$ cat config.mk
export PLATFORM = sky130hd
export DESIGN_NAME = reg_file_sb_flat
export DESIGN_NICKNAME = d
export VERILOG_FILES = /design/src/rtl/reg_file_pkg.sv /design/src/rtl/reg_file_sb_if.sv /design/src/rtl/rf_scoreboard.sv /design/src/rtl/reg_file_sb.sv /design/src/flat_wrapper.sv
export SDC_FILE = /design/constraint.sdc
export NUM_CORES = 1
export LEC_CHECK = 0
export BUFFER_PORTS_ARGS = -buffer_cell sky130_fd_sc_hd__buf_2
export CORE_MARGIN = 3
export CORE_UTILIZATION = 50
export DETAILED_ROUTE_END_ITERATION = 6
export PLACE_DENSITY = 0.75
export SLEW_MARGIN = 20
export SYNTH_ARGS = -nofsm -noshare
export SYNTH_HDL_FRONTEND = slang
export SYNTH_HIERARCHICAL = 1
export SYNTH_SLANG_ARGS = --single-unit
$ cat constraint.sdc
create_clock -name clk -period 2.18 [get_ports clk]
set_clock_uncertainty 0.2 [all_clocks]
set_input_delay 0.436 -clock clk [delete_from_list [all_inputs] [get_ports clk]]
set_output_delay 0.436 -clock clk [all_outputs]
set_load 0.05 [all_outputs]
$ cat src/rtl/reg_file_pkg.sv
// reg_file_pkg: shared defaults, scoreboard op encoding and popcount helper
package reg_file_pkg;
  localparam int W_DEF = 8;
  localparam int A_DEF = 2;
  localparam int NR_DEF = 2;
  typedef enum logic [1:0] {SB_HOLD, SB_SET, SB_CLR, SB_FLUSH} sb_op_e;
  function automatic int popcount(input logic [63:0] v);
    int n;
    n = 0;
    for (int i = 0; i < 64; i++) n += int'(v[i]);
    return n;
  endfunction
endpackage

$ cat src/rtl/reg_file_sb_if.sv
// reg_file_sb_if: decode-side bus of the register file and scoreboard
interface reg_file_sb_if #(parameter int W = 8, parameter int A = 2, parameter int NR = 2);
  logic                   i_write_en;
  logic [A-1:0]           i_waddr;
  logic [W-1:0]           i_data_in;
  logic [NR-1:0][A-1:0]   i_raddr;
  logic [NR-1:0][W-1:0]   o_data_out;
  logic [NR-1:0]          o_rd_busy;
  logic                   i_issue;
  logic [A-1:0]           i_issue_addr;
  logic                   o_issue_ok;
  logic                   i_flush;
  logic [2**A-1:0]        o_busy;
  logic [A:0]             o_pending;
  modport master (
    output i_write_en, i_waddr, i_data_in, i_raddr, i_issue, i_issue_addr, i_flush,
    input  o_data_out, o_rd_busy, o_issue_ok, o_busy, o_pending
  );
  modport slave (
    input  i_write_en, i_waddr, i_data_in, i_raddr, i_issue, i_issue_addr, i_flush,
    output o_data_out, o_rd_busy, o_issue_ok, o_busy, o_pending
  );
endinterface

$ cat src/rtl/rf_scoreboard.sv
// rf_scoreboard: per-register busy bits, pending count and issue acceptance
module rf_scoreboard
  import reg_file_pkg::*;
#(
  parameter int A = A_DEF,
  parameter int ZERO_REG = 0
) (
  input  logic            clk,
  input  logic            rst_n,
  input  logic            i_write_en,
  input  logic [A-1:0]    i_waddr,
  input  logic            i_issue,
  input  logic [A-1:0]    i_issue_addr,
  input  logic            i_flush,
  output logic            o_issue_ok,
  output logic [2**A-1:0] o_busy,
  output logic [A:0]      o_pending
);
  localparam int D = 2**A;
  logic [D-1:0] r_busy;
  logic [A:0]   r_pending;
  logic [D-1:0] w_busy_nxt;
  sb_op_e       w_op [D];
  // a set outranks a same-cycle write clear, flush outranks everything
  always_comb begin
    o_issue_ok = i_issue & ~r_busy[i_issue_addr] & ~i_flush & ~((ZERO_REG != 0) & (i_issue_addr == '0));
    w_busy_nxt = r_busy;
    for (int b = 0; b < D; b++) begin
      w_op[b] = i_flush ? SB_FLUSH :
                (o_issue_ok && i_issue_addr == A'(b)) ? SB_SET :
                (i_write_en && i_waddr == A'(b)) ? SB_CLR : SB_HOLD;
      w_busy_nxt[b] = (w_op[b] == SB_SET) | ((w_op[b] == SB_HOLD) & r_busy[b]);
    end
  end
  always_ff @(posedge clk or negedge rst_n) begin
    if (!rst_n) begin
      r_busy    <= '0;
      r_pending <= '0;
    end else begin
      r_busy    <= w_busy_nxt;
      r_pending <= (A+1)'(popcount(64'(w_busy_nxt)));
    end
  end
  assign o_busy    = r_busy;
  assign o_pending = r_pending;
endmodule

$ cat src/rtl/reg_file_sb.sv
// reg_file_sb: multi-port register file with write bypass and busy scoreboard
module reg_file_sb
  import reg_file_pkg::*;
#(
  parameter int W = W_DEF,
  parameter int A = A_DEF,
  parameter int NR = NR_DEF,
  parameter int ZERO_REG = 0,
  parameter int BYPASS = 1
) (
  input logic         clk,
  input logic         rst_n,
  reg_file_sb_if.slave bus
);
  localparam int D = 2**A;
  logic [W-1:0]         r_mem [D];
  logic [D-1:0]         w_busy;
  logic [NR-1:0][W-1:0] w_dout;
  logic [NR-1:0]        w_rd_busy;
  always_ff @(posedge clk or negedge rst_n) begin
    if (!rst_n) begin
      for (int i = 0; i < D; i++) r_mem[i] <= '0;
    end else if (bus.i_write_en && !((ZERO_REG != 0) && bus.i_waddr == '0)) begin
      r_mem[bus.i_waddr] <= bus.i_data_in;
    end
  end
  rf_scoreboard #(.A(A), .ZERO_REG(ZERO_REG)) u_sb (
    .clk          (clk),
    .rst_n        (rst_n),
    .i_write_en   (bus.i_write_en),
    .i_waddr      (bus.i_waddr),
    .i_issue      (bus.i_issue),
    .i_issue_addr (bus.i_issue_addr),
    .i_flush      (bus.i_flush),
    .o_issue_ok   (bus.o_issue_ok),
    .o_busy       (w_busy),
    .o_pending    (bus.o_pending)
  );
  for (genvar p = 0; p < NR; p++) begin : g_rd
    logic w_zero, w_byp;
    assign w_zero       = (ZERO_REG != 0) && bus.i_raddr[p] == '0;
    // a forwarded write also retires the producer, so the port sees it free
    assign w_byp        = (BYPASS != 0) && bus.i_write_en && bus.i_waddr == bus.i_raddr[p] && !w_zero;
    assign w_dout[p]    = w_zero ? '0 : w_byp ? bus.i_data_in : r_mem[bus.i_raddr[p]];
    assign w_rd_busy[p] = !w_byp && w_busy[bus.i_raddr[p]];
  end
  assign bus.o_data_out = w_dout;
  assign bus.o_rd_busy  = w_rd_busy;
  assign bus.o_busy     = w_busy;
endmodule

$ cat src/flat_wrapper.sv
// flat-port wrapper written by rule: the top's interface ports become plain ports
module reg_file_sb_flat import reg_file_pkg::*;
#(
  parameter int W = W_DEF,
  parameter int A = A_DEF,
  parameter int NR = NR_DEF,
  parameter int ZERO_REG = 0,
  parameter int BYPASS = 1
)
  (clk, rst_n, bus_i_write_en, bus_i_waddr, bus_i_data_in, bus_i_raddr, bus_i_issue, bus_i_issue_addr, bus_i_flush, bus_o_data_out, bus_o_rd_busy, bus_o_issue_ok, bus_o_busy, bus_o_pending);
  reg_file_sb_if #(.W(W), .A(A), .NR(NR)) bus_i ();
  input logic clk;
  input logic rst_n;
  input wire logic [$bits(bus_i.i_write_en)-1:0] bus_i_write_en;
  input wire logic [$bits(bus_i.i_waddr)-1:0] bus_i_waddr;
  input wire logic [$bits(bus_i.i_data_in)-1:0] bus_i_data_in;
  input wire logic [$bits(bus_i.i_raddr)-1:0] bus_i_raddr;
  input wire logic [$bits(bus_i.i_issue)-1:0] bus_i_issue;
  input wire logic [$bits(bus_i.i_issue_addr)-1:0] bus_i_issue_addr;
  input wire logic [$bits(bus_i.i_flush)-1:0] bus_i_flush;
  output wire logic [$bits(bus_i.o_data_out)-1:0] bus_o_data_out;
  output wire logic [$bits(bus_i.o_rd_busy)-1:0] bus_o_rd_busy;
  output wire logic [$bits(bus_i.o_issue_ok)-1:0] bus_o_issue_ok;
  output wire logic [$bits(bus_i.o_busy)-1:0] bus_o_busy;
  output wire logic [$bits(bus_i.o_pending)-1:0] bus_o_pending;
  assign bus_i.i_write_en = bus_i_write_en;
  assign bus_i.i_waddr = bus_i_waddr;
  assign bus_i.i_data_in = bus_i_data_in;
  assign bus_i.i_raddr = bus_i_raddr;
  assign bus_i.i_issue = bus_i_issue;
  assign bus_i.i_issue_addr = bus_i_issue_addr;
  assign bus_i.i_flush = bus_i_flush;
  assign bus_o_data_out = bus_i.o_data_out;
  assign bus_o_rd_busy = bus_i.o_rd_busy;
  assign bus_o_issue_ok = bus_i.o_issue_ok;
  assign bus_o_busy = bus_i.o_busy;
  assign bus_o_pending = bus_i.o_pending;
  reg_file_sb #(.W(W), .A(A), .NR(NR), .ZERO_REG(ZERO_REG), .BYPASS(BYPASS)) u_core (.clk(clk), .rst_n(rst_n), .bus(bus_i));
endmodule
# Yosys cells after proc, flatten, opt, wreduce, memory -nomap -nowiden
# Index checks and enable logic that the tools add are counted.
word_totals:
  wordCells: 93
  out_inout_bits: 26
  inputBits: 21
  reg_bits: 39
classes:
  n_addsub: 3
  bitwise_logic: 15
  order_cmp: 7
  eq_ne: 12
  n_reduce_logical: 21
  muxes: 29
ops:
  columns: ["op", "n"]
  rows:
  - ["2-to-1 mux 8 bit", 7]
  - ["binary-select mux 8 bit (select 2 bit)", 2]
  - ["bitwise mux 32 bit", 1]
  - ["2-to-1 mux 2 bit", 12]
  - ["demux 8 bit (select 2 bit)", 1]
  - ["logical AND 1 bit", 13]
  - ["equality test 2 x 1 -> 1 bit, second input constant", 6]
  - ["logical NOT 2 bit", 6]
  - [">= comparator 3 bit, second input constant", 3]
  - ["less-than comparator 2 x 3 -> 1 bit, second input constant", 3]
  - ["NOT 2 -> 3 bit", 3]
  - ["equality test 2 bit, second input constant", 4]
  - ["bitwise AND 1 bit", 6]
  - ["binary-select mux 1 bit (select 2 bit)", 3]
  - ["equality test 2 bit", 2]
  - ["bitwise OR 1 bit", 4]
  - ["adder 2 x 1 -> 3 bit", 1]
  - ["adder 3 x 1 -> 3 bit", 1]
  - ["less-than comparator 3 x 1 -> 1 bit, second input constant", 1]
  - ["2-to-1 mux 1 bit", 3]
  - ["adder 1 x 1 -> 2 bit", 1]
  - ["logical NOT 1 bit", 2]
  - ["NOT 1 bit", 2]

# Longest topological paths before layout
depth:
  ltp_word: 14
  ltp_mapped: 5
  depth_no_buf: 5

# Cells and area by module
# Netlist, hierarchy kept.
by_module_without_submodules:
  columns: ["mod", "seq_area_each_um2", "instances", "area_each_um2", "cells_each"]
  rows:
  - ["reg_file_sb", 800.8, 1, 2015.7, 117]
  - ["rf_scoreboard", 175.2, 1, 376.6, 30]

# Worst setup path before layout
# Ideal clock, no wire load.
synth_timing:
  path_type: "reg2out"
  from: "register u_core.u_sb.r_busy[3] (netlist: u_core/u_sb/o_busy[3])"
  to: "output port bus_o_issue_ok"
  slack_ns: -0.660
  stages_incl_launch_ff: 3
  t_required_ns: 1.544
  n_path_buf: 0
  arrival_time_ns: 2.204
  path_cell_list: "dfrtp_1 -> mux2_1 -> o32ai_1"
synth_between:
  elab_chain_len: 5
synth_rtl:
  columns: ["item", "line", "text"]
  rows:
  - ["start, declared", "rf_scoreboard.sv:20", "logic [D-1:0] r_busy;"]
  - ["start signal, assigned", "rf_scoreboard.sv:40", "r_busy <= w_busy_nxt;"]
  - ["binary-select mux 1 bit (select 2 bit)", "rf_scoreboard.sv:26", "o_issue_ok = i_issue & ~r_busy[i_issue_addr] & ~i_flush & ~((ZERO_REG != 0) & (i_issue_addr == '0));"]
  - ["2-to-1 mux 1 bit (not written as such)", "rf_scoreboard.sv:26", null]
  - ["NOT 1 bit", "rf_scoreboard.sv:26", null]
  - ["bitwise AND 1 bit (2 in series)", "rf_scoreboard.sv:26", null]
  - ["end, declared", "flat_wrapper.sv:23", "output wire logic [$bits(bus_i.o_issue_ok)-1:0] bus_o_issue_ok;"]
# Every way passes these cells. The select of a mux whose other input is x is not followed.

# Worst setup path after layout
layout_timing:
  from: "register u_core/r_mem[18] in the netlist's numbering"
  to: "output port bus_o_data_out[10]"
layout_between:
  elab_chain_len: 4
layout_rtl:
  columns: ["item", "line", "text"]
  rows:
  - ["start, declared", "reg_file_sb.sv:16", "logic [W-1:0] r_mem [D];"]
  - ["start signal, assigned by index", "reg_file_sb.sv:24", "r_mem[bus.i_waddr] <= bus.i_data_in;"]
  - ["binary-select mux 8 bit (select 2 bit)", "reg_file_sb.sv:44", "assign w_dout[p] = w_zero ? '0 : w_byp ? bus.i_data_in : r_mem[bus.i_raddr[p]];"]
  - ["2-to-1 mux 8 bit (not written as such) (2 in series)", "reg_file_sb.sv:44", null]
  - ["2-to-1 mux 8 bit", "reg_file_sb.sv:44", null]
  - ["end, declared", "flat_wrapper.sv:21", "output wire logic [$bits(bus_i.o_data_out)-1:0] bus_o_data_out;"]
# Every way passes these cells. The select of a mux whose other input is x is not followed.

==> results.md <==
- Post-route ant nets: 0
- Register area share after synthesis: roughly 41%
- Leak: roughly 1.6 nW
- Yosys cell types: 28
- Sink count of the clock tree: 39
- R2r startpoint: u_core/u_sb/o_busy[1]
- Via count of the first global-routing pass: around 1900
- I/O pins: 47
- Design area: ~0.0034 sq mm
- IO Port Bufs: 46
- Fraction of registers with async set/reset: between 90% and 100%
- Drc violations: 0
- Wirelength per Cell: 21.4 um
- Worst path required time: 1.54 ns
- Critical path type: register to output pin
- Post-Route M1 WL: approximately 2300 um
- Ratio of cells with drive above 1 in the final layout: between 70% and 80%
- Pwr dens: 803 mW/mm^2
- Placement Setup Slack: -0.248 ns
- Clk pin slew, worst setup/hold paths: ~0.080 ns
- Share of the synthesized area in the top cell type: 40.8%
- Initial antenna violation count: 0
- Vias: between 1500 and 2000
- Hold WC Path Type: primary input to asynchronous set/reset pin
- Buf/Inv on CP: 1
- Crit path cell chain: mux4_2 -> mux2_4 -> buf_8
- Data arrival time of the critical path: approximately 1.6 ns
- Syn Std Cell Area: ~0.0024 sq mm
- Largest net degree at the start of global routing: 40
- Grt total ovfl: 0
- # nets final: between 200 and 300
- Fillcell total: 267
- Syn nets: roughly 170
- Drt first pass iters: 4
- H-tree Lvls: 2
- Core Rows: 24
- Crit path launch type: register
- Crit. End Element: output pin
- Max IR drop VDD: about 0.0005 V
- Number of synthesis warnings: 6
- Area leader, netlist: dfrtp_1
- CTS tree: done
- Worst R2R Setup Slack: approximately 0.11 ns
- Flops & latches, synth: 39
- Syn_area_per_cell: roughly 16 sq um
- Die Y: ~75 um
- Met2 WL: 3400 um
- Crit share post-route: 103%
- Final setup fails: 19
- Post-Syn Instances: ~150
- GP Congestion: between 0.8 and 0.9
- Hold-fix buffers, CTS: 0
- Most used flip-flop cell after synthesis: dfrtp_1
- FMAX: 443 MHz
- Global-route wire length before repair: approximately 9700 um
- Max_slew headroom: 42.8%
- Total power: ~2.7 mW
- Clock Tree Buf Depth: 2
- Hold slack: 0.0475 ns
- Commonest non-fill, non-tap cell in the layout: dfrtp_1
- TritonCTS Buffers: 5
- Synthesis-to-finish area growth: 42.9%
- CP max stage delay: around 0.48 ns
- Fin cells: 289
- Top sig layer: met4
- Total of max-cap violations: 0
- Initial drt markers: between 90 and 100
- Vias per inst: 6.04
- Final hold violation count: 0
- Root Driver: clkbuf_8
- Die Wd: 75.2 um
- Dpl cells: about 270
- Die area: around 0.0057 sq mm
- Initial Util: a little over half
- Final Max Tran Viols: 0
- Worst Path Max Fanout: 3
- Final worst setup slack: -0.0755 ns
- Post-route setup TNS: -0.971 ns
- Post-synth EDFFs: 0
- Total Routing Usage GR: a little under a quarter
- Worst-margin pin slew: approximately 0.86 ns
- Minimum clock period: between 2 and 2.5 ns
- Setup repair after global routing missed its margin: true
- R2r worst-path depth: 6
- Status: finished, violations left
- Dpl hpwl: 4340 um
- Core area: approximately 0.0045 sq mm
- Met3 wire len: between 300 and 400 um
- Clk_lat worst skew: 0.28 ns
- Worst reg2reg path endpoint: u_core/u_sb/o_pending[1]
- Layout Utilization: 76.4%
- Failing checks: negative setup slack
- Ranking of synthesized cells by area: dfrtp_1 (41%), mux2_2 (16%), mux4_2 (15%)
- Total wire length: approximately 6200 um
- Diode count: 0
- Most frequent cells in the layout: dfrtp_1 (37), buf_4 (34), mux2_2 (33)
- Area post-placement: between 0.002 and 0.003 sq mm
- Slowest-stage cell, CP: mux4_2
- Delay-heaviest family, CP: multiplexers
==> where the power goes <==
group | total, mW | switching [mW] | internal [mW] | leakage [nW]
registers | 0.936 | 0.0907 | 0.845 | 0.470
clock network | 0.602 | 0.261 | 0.341 | 0.0581
logic | 1.21 | 0.600 | 0.608 | 1.03
==> metal layers <==
metal	GRT usage (%)	vias to the layer above
li1	-	759
met1	28.1	913
met2	44.0	63
met3	3.87	12
met4	5.05	0
met5	0	-
==> worst max path at each step <==
stage / from / to / slack [ns] / cells after the start
global route: u_core/r_mem[10] / bus_o_data_out[10] / -0.09 / 3
global placement: bus_i_issue_addr[0] / u_core/u_sb/o_pending[1] / -0.22 / 6
CTS: u_core/r_mem[2] / bus_o_data_out[10] / -0.07 / 3
floorplan: bus_i_issue_addr[0] / u_core/u_sb/o_pending[1] / -0.07 / 5
detailed placement: bus_i_issue_addr[0] / u_core/u_sb/o_pending[1] / -0.25 / 6
finish: u_core/r_mem[18] / bus_o_data_out[10] / -0.08 / 3
==> registers in the layout, indices dropped and copies added (netlist names) <==
signal	count
u_core/r_mem	32
u_core/u_sb/o_pending	3
u_core/u_sb/o_busy	4
==> Yosys cell counts (3+ instances only) <==
library cell  count
mux2_2           33
dfrtp_1          39
buf_2             4
mux4_2           16
nand3b_1          4
mux2_4           16
inv_1             3
xnor2_2           4
==> area by class of cell <==
class / count / area (sq um) / share of cell area [%]
clock buffer: 5 / 68.8 / 2.01
clock inverter: 3 / 43.8 / 1.28
inverter: 3 / 11.3 / 0.329
multi-input combinational: 100 / 1480 / 43.3
sequential: 39 / 978 / 28.6
tap: 52 / 65.1 / 1.90
timing repair buffer: 87 / 771 / 22.5
==> kinds of logic after synthesis <==
group           Yosys count  synth area share [%]
compound gates            6                  2.20
flops                    39                  40.8
fa+ha+maj                 3                  1.88
buf+inv                  10                  2.56
simple gates             17                  6.54
xor+xnor                  4                  2.72
mux                      68                  43.3
==> what timing repair did <==
action                                  CTS  global route
endpoints found under the setup margin   20            20
buffers inserted                         10             3
pin swaps                                 9             6
gates resized for setup                  74             6
gates cloned                              2             0
Power figures use the tool's default switching activity.
